**src/rtl/clefia_pkg.sv**
```systemverilog
// Shared types and constants for the CLEFIA known-answer-test sequencer.
// Contents: FSM state enum, CLEFIA block/key widths, the "no failure" index
// marker and a saturating 8-bit increment used by the error counter.
package clefia_pkg;

    localparam int unsigned CLEFIA_BLK_W     = 128;
    localparam int unsigned CLEFIA_KEY_W_128 = 128;
    localparam int unsigned CLEFIA_KEY_W_192 = 192;
    localparam int unsigned CLEFIA_KEY_W_256 = 256;

    // fail_idx value while no vector has failed
    localparam logic [7:0] FAIL_IDX_NONE = 8'hFF;

    typedef enum logic [2:0] {
        ST_IDLE,
        ST_LOAD,
        ST_RUN,
        ST_GAP,
        ST_DONE
    } state_t;

    // Increment that sticks at 255
    function automatic logic [7:0] sat_inc8(input logic [7:0] v);
        return (v == 8'hFF) ? v : v + 8'd1;
    endfunction

endpackage

```
**src/rtl/clefia_kat_bist.sv**
```systemverilog
// Known-answer-test sequencer for a CLEFIA core.
// Walks vec_idx through NUM_VEC ROM entries, holds each vector on the core
// with core_din_valid until core_dout_valid or TIMEOUT, compares the result
// against the expected ciphertext and reports pass/error count/first failure.
// Ports:
//   clk, rst                    clock, synchronous active-high reset
//   start                       pulse; accepted in IDLE or DONE
//   busy, done, pass            status (pass valid while done)
//   err_count                   mismatches + timeouts, saturating
//   fail_idx, fail_timeout      first failing vector and its cause
//   vec_idx / vec_pt/key/ct     ROM address and combinational ROM data
//   core_din/key/din_valid      vector to the core, valid held while in flight
//   core_dout/dout_valid        core result and strobe
module clefia_kat_bist
    import clefia_pkg::*;
#(
    parameter int unsigned NUM_VEC      = 4,
    parameter int unsigned DATA_W       = CLEFIA_BLK_W,
    parameter int unsigned KEY_W        = CLEFIA_KEY_W_128,
    parameter int unsigned TIMEOUT      = 64,
    parameter int unsigned GAP          = 2,
    parameter int unsigned STOP_ON_FAIL = 0
) (
    input  logic              clk,
    input  logic              rst,
    input  logic              start,
    output logic              busy,
    output logic              done,
    output logic              pass,
    output logic [7:0]        err_count,
    output logic [7:0]        fail_idx,
    output logic              fail_timeout,
    output logic [7:0]        vec_idx,
    input  logic [DATA_W-1:0] vec_pt,
    input  logic [KEY_W-1:0]  vec_key,
    input  logic [DATA_W-1:0] vec_ct,
    output logic [DATA_W-1:0] core_din,
    output logic [KEY_W-1:0]  core_key,
    output logic              core_din_valid,
    input  logic [DATA_W-1:0] core_dout,
    input  logic              core_dout_valid
);

    localparam int unsigned TMR_W = (TIMEOUT > 1) ? $clog2(TIMEOUT) : 1;
    localparam int unsigned GAP_W = (GAP > 1) ? $clog2(GAP) : 1;

    localparam logic [TMR_W-1:0] TMR_LAST = TMR_W'(TIMEOUT - 1);
    // GAP=0 still spends one cycle in ST_GAP so din_valid is low at least once
    localparam logic [GAP_W-1:0] GAP_LAST = GAP_W'((GAP > 0) ? GAP - 1 : 0);
    localparam logic [7:0]       LAST_IDX = 8'(NUM_VEC - 1);

    state_t            state;
    logic [DATA_W-1:0] exp_ct;
    logic [TMR_W-1:0]  timer;
    logic [GAP_W-1:0]  gap_cnt;

    // Sequencer FSM with all outputs registered
    always_ff @(posedge clk) begin
        if (rst) begin
            state          <= ST_IDLE;
            busy           <= 1'b0;
            done           <= 1'b0;
            pass           <= 1'b0;
            err_count      <= 8'd0;
            fail_idx       <= FAIL_IDX_NONE;
            fail_timeout   <= 1'b0;
            vec_idx        <= 8'd0;
            core_din       <= '0;
            core_key       <= '0;
            core_din_valid <= 1'b0;
            exp_ct         <= '0;
            timer          <= '0;
            gap_cnt        <= '0;
        end else begin
            case (state)
                ST_IDLE, ST_DONE: begin
                    if (start) begin
                        state        <= ST_LOAD;
                        vec_idx      <= 8'd0;
                        err_count    <= 8'd0;
                        fail_idx     <= FAIL_IDX_NONE;
                        fail_timeout <= 1'b0;
                        busy         <= 1'b1;
                        done         <= 1'b0;
                        pass         <= 1'b0;
                    end
                end

                ST_LOAD: begin
                    core_din       <= vec_pt;
                    core_key       <= vec_key;
                    exp_ct         <= vec_ct;
                    core_din_valid <= 1'b1;
                    timer          <= '0;
                    state          <= ST_RUN;
                end

                ST_RUN: begin
                    // A strobe on the timeout cycle takes priority over the timeout
                    if (core_dout_valid || (timer == TMR_LAST)) begin
                        if (!core_dout_valid || (core_dout != exp_ct)) begin
                            err_count <= sat_inc8(err_count);
                            if (err_count == 8'd0) begin
                                fail_idx     <= vec_idx;
                                fail_timeout <= ~core_dout_valid;
                            end
                        end
                        core_din_valid <= 1'b0;
                        core_din       <= '0;
                        core_key       <= '0;
                        gap_cnt        <= '0;
                        state          <= ST_GAP;
                    end else begin
                        timer <= timer + TMR_W'(1);
                    end
                end

                ST_GAP: begin
                    if (gap_cnt == GAP_LAST) begin
                        if ((vec_idx == LAST_IDX) ||
                            ((STOP_ON_FAIL != 0) && (err_count != 8'd0))) begin
                            state <= ST_DONE;
                            busy  <= 1'b0;
                            done  <= 1'b1;
                            pass  <= (err_count == 8'd0);
                        end else begin
                            vec_idx <= vec_idx + 8'd1;
                            state   <= ST_LOAD;
                        end
                    end else begin
                        gap_cnt <= gap_cnt + GAP_W'(1);
                    end
                end

                default: state <= ST_IDLE;
            endcase
        end
    end

endmodule
```
**config.mk**
```make
export PLATFORM = sky130hd
export DESIGN_NAME = clefia_kat_bist
export DESIGN_NICKNAME = d
export VERILOG_FILES = /design/src/rtl/clefia_pkg.sv /design/src/rtl/clefia_kat_bist.sv
export SDC_FILE = /design/constraint.sdc
export NUM_CORES = 1
export LEC_CHECK = 0
export CAP_MARGIN = 40
export CORE_AREA = 5 5 310 312
export CTS_CLUSTER_DIAMETER = 80
export DETAILED_ROUTE_END_ITERATION = 8
export DIE_AREA = 0 0 315 317
export HOLD_SLACK_MARGIN = 0.06
export SLEW_MARGIN = 10
export SYNTH_ARGS = -nofsm -noshare
export SYNTH_HDL_FRONTEND = slang
export SYNTH_SLANG_ARGS = --single-unit
export TNS_END_PERCENT = 30
```
**constraint.sdc**
```tcl
create_clock -name clk -period 3.3 [get_ports clk]
set_input_delay 0.66 -clock clk [delete_from_list [all_inputs] [get_ports clk]]
set_output_delay 0.66 -clock clk [all_outputs]
set_load 0.01 [all_outputs]
```
Word level (Yosys, flattened, before mapping) --
Cells that the tools add are included.
Storage, ports and cells: flip-flop bits (word level) 423, bits of input ports 516, output and inout port bits 285, word-level logic and storage cells 96
Cells by class: add/subtract/negate cells 4, equality and inequality tests 17, muxes and demuxes 42, bitwise operators 1, reductions and logical operators 18
Operators with widths (number):
- $pmux 128 s2 | 2
- $mux 128 | 1
- $ne 128x128->1 | 1
- $mux 8 | 10
- $pmux 8 s2 | 3
- $ne 2x2->1 const B | 9
- $add 8x1->8 const B | 2
- $mux 1 | 13
- $mux 3 | 4
- $pmux 1 s2 | 6
- $pmux 3 s4 | 1
- $pmux 6 s2 | 1
- $reduce_and 5->1 | 2
- $eq 8x2->1 const B | 1
- $eq 8x8->1 const B | 1
- $logic_not 8->1 | 1
- $reduce_and 4->1 | 2
- $reduce_bool 2->1 | 4
- $add 6x1->6 const B | 1
- $eq 3x2->1 const B | 2
- $eq 6x6->1 const B | 1
- $mux 6 | 1
- $reduce_and 2->1 | 3
- $eq 3x1->1 const B | 1
- other kinds (8) | 9

Depth between registers and ports, before layout --
depth in word-level cells 5, mapped depth 10, gate-level depth less buffers 8

Worst setup path before layout --
OpenSTA, ideal clock, no wires.
path type input port to flip-flop, start in core_dout[94], end reg fail_timeout, setup time 121 ps, arrival 2849 ps, data required time 3179 ps, slack 330 ps, stages 8, buffers on the path 1, cell sequence or2b_1 > o2111ai_1 > or4_1 > or4_4 > nor4b_4 > a211o_1 > buf_6 > mux2_4
Between the ends: word-level cells in the longest chain between the ends 4
Ends and longest elaborated chain:
- start, declared | line clefia_kat_bist.sv:40 | input logic [DATA_W-1:0] core_dout,
- $ne 128x128->1 | line clefia_kat_bist.sv:101 | if (!core_dout_valid || (core_dout != exp_ct)) begin
- $logic_or 1x1->1 | line clefia_kat_bist.sv:101
- $ne 2x2->1 (no source line)
- $reduce_and 5->1 (no source line)
- end signal, assigned | line clefia_kat_bist.sv:105 | fail_timeout <= ~core_dout_valid;
- end, declared | line clefia_kat_bist.sv:32 | output logic fail_timeout,
No other way between the ends. A chain may end at the register's enable or synchronous reset.

Worst setup path in the final report --
start reg vec_idx[1], end reg vec_idx[7]
Between the ends: word-level cells in the longest chain between the ends 4, elaborated cells between the ends (all ways) 7, classes of those cells add/sub: 1; eq/ne: 2; mux: 3; reduce/logical: 1
Ends and longest elaborated chain:
- start, declared | line clefia_kat_bist.sv:33 | output logic [7:0] vec_idx,
- start signal, assigned | line clefia_kat_bist.sv:127 | vec_idx <= vec_idx + 8'd1;
- $add 8x1->8 | line clefia_kat_bist.sv:127
- $mux 8 | line clefia_kat_bist.sv:120 | if ((vec_idx == LAST_IDX) ||
- $mux 8 | line clefia_kat_bist.sv:119 | if (gap_cnt == GAP_LAST) begin
- $pmux 8 s2 | line clefia_kat_bist.sv:75 | case (state)
Parallel ways exist; a longest one is shown, timed or not. The select of a mux whose other input is x is not followed.

==> run metrics <==
status completed; Final Util a little under a third; P&R area growth vs syn 70.30%; CTS Buf Count between 50 and 60; share of layout cells above drive strength 1 between 6 and 7%; Final setup violation count 0; die height 317 um; std cell rows 112; Fin. Hold Viols 0; Initial DRC Count between 1000 and 1500; Cell Pwr Density around 540 nW/um^2; worst vdd ir 0.3841 mV; area of the core 92770 sq um; CP top delay family simple AND/OR/NAND/NOR gates; Final #Nets 3224; Routed WL per cell between 20 and 25 um; ys async rst share 0%; Post-Syn Instances 1919; drt pass-1 iters 6; Final HPWL DP 73210 um; Global Route Usage Sum roughly 17%; post-place setup slack -0.4807 ns; part of the cycle the worst path needs between 90% and 100%; Top Usage Layer GRT met2; Max-Cap Viols 0; Inst Count DP about 4000; initial antenna violation count 22; post-synth cell types 53; hold-fix buffers at CTS 0; crit path DAT about 3.7 ns; GR met3 Demand/Resource between 7 and 8%; total power 15.18 mW; top cell type's share of synthesized area around half; max frequency about 320 MHz; Max H-tree Level 2; pins over their slew limit 0; Min-Delay Path Class input pin to flop; Startpoint Class flop; Rel. slew slack between 40 and 50%; vias post-DR approximately 17000; Die Area approximately 100000 sq um; I/O Buffers 800; Synth area leader dfxtp_1; syn nets about 2400; global routing usage on met2 ~30%; setup bufs post-CTS 0; post-detailed-route DRC marker count 0; WP buf/inv 1; pin count of the biggest net entering global routing 160; LEAKAGE 10.01 nW; Chip Width 315 um; CP required between 3 and 4 ns; critical-path cell list ha_1 > or4b_2 > nor4_1 > buf_4 > nand2b_1 > a21oi_1 > nand4_1 > o21ai_0 > a21oi_1; first-pass GRT wire length around 130000 um; Seq/Total Area, Yosys 51.44%; Seq cells post-synth roughly 420; final wirelength a little over 90000 um; vias per cell between 4 and 5; Ports 801; most frequent cells in the layout 799 x clkdlybuf4s50_1, 423 x dfxtp_1, 298 x nor2_1, 282 x nand2_1, 256 x a22oi_1; met1 global-route usage slightly below 20%; worst-skew pair later-pin latency around 0.63 ns; Post-CTS Resized 0; Slew @ Worst Pin approximately 0.9 ns; Initial Util 17.74%; grt ovf 0; post-place instance area approximately 26000 sq um; vias in the first global route ~17000; synth top area cells dfxtp_1 51%, a22oi_1 12%, nor2_1 6.8%, nand2_1 6.5%, a21oi_1 4.5%; Period minus WS final between 3 and 4 ns; Post-synth EDFFs 0; Worst Setup Path Type flop to flop; post-route setup TNS 0 ns; Root Driver clkbuf_16; mapped cell area 16460 sq um; CP max-delay cell or4b_2; Critical Path Fanout Max 6; Reg clk slew, reported paths roughly 0.060 ns; crit path setup slack, layout between 0.15 and 0.2 ns; final non-filler cell total 4008; Yosys Warn Count 0; worst-case clock buffer depth 3; Antenna Nets Post-Route 0; Mean Syn Cell Area about 8.6 sq um; clk_skew roughly 0.024 ns; Hold WS 0.3495 ns; RSZ-0062 raised after global routing no; critical path endpoint category flop; Final Wtd Congestion between 0.9 and 1; commonest non-fill, non-tap cell in the layout clkdlybuf4s50_1; Fill cells roughly 10000; most frequent CP cell a21oi_1; Sink Count ~420; CTS tree built; post-route cell area roughly 28000 sq um; CP peak stage delay between 0.5 and 0.6 ns; top_reg_cell synth dfxtp_1
[kinds of logic after synthesis]
logic type / after synthesis / share of synthesized area, %
buffers and inverters: 167 / 3.854
multiplexers: 11 / 0.7145
XOR/XNOR: 82 / 4.363
flip-flops: 423 / 51.44
adder cells (fa/ha/maj): 4 / 0.3041
AND/OR/NAND/NOR: 784 / 21.08
AO/OA/AOI/OAI: 448 / 18.24
[worst register-to-register path: stages, from the launching register on]
cell and delay [ns]:
dfxtp_1 0.47, ha_1 0.28, or4b_2 0.59, nor4_1 0.53, buf_4 0.25, nand2b_1 0.13, a21oi_1 0.26, nand4_1 0.29
o21ai_0 0.15, a21oi_1 0.13
[cells in the mapped netlist (6+ instances only)]
cell	n
a21oi_1	147
a22oi_1	256
and3_1	8
clkbuf_1	131
dfxtp_1	423
inv_1	30
mux2i_1	8
nand2_1	284
nand2b_1	72
nand3_1	9
nand4_1	53
nor2_1	298
nor2b_1	17
nor3_1	11
nor4_1	17
o21ai_0	6
o22ai_1	9
xnor2_1	58
xor2_1	24
[per-layer routing]
layer	up-vias	share of wire (%)
met5	-	0
met4	0	3.8
met3	155	11
met2	841	47
met1	8266	38
li1	8223	-
[worst paths after layout]
check	cells after the start	slack, ns	from	end
worst min register to register	2	0.46	exp_ct[48]	exp_ct[48]
worst max-delay path	9	0.16	vec_idx[1]	vec_idx[7]
worst max register to register	9	0.16	vec_idx[1]	vec_idx[7]
worst min-delay path	2	0.35	rst	core_din[114]
[report_power, final]
| part | total [mW] | internal, mW | switching, mW |
|---|---|---|---|
| Sequential | 5.83 | 5.52 | 0.306 |
| Combinational | 3.31 | 1.66 | 1.65 |
| Clock | 6.04 | 3.58 | 2.47 |
[layout make-up]
cell class                 instances  area [sq um]  share of cell area [%]
inverter                          30         112.6                  0.4017
sequential                       423          8468                   30.21
clock buffer                      76          1575                   5.619
tap                             1254          1569                   5.597
clock inverter                    21         251.5                  0.8971
timing repair buffer             866          8658                   30.89
multi-input combinational       1329          7376                   26.31
antenna                            9         22.52                 0.08034
[registers in the layout (all words and copies together), names as in the netlist]
register        cells
vec_idx             8
fail_idx            8
fail_timeout        1
exp_ct            128
core_din          128
state               3
core_key          128
gap_cnt             1
done                1
busy                1
pass                1
timer               6
core_din_valid      1
err_count           8
Note: power is estimated with default switching activity, not from simulation.
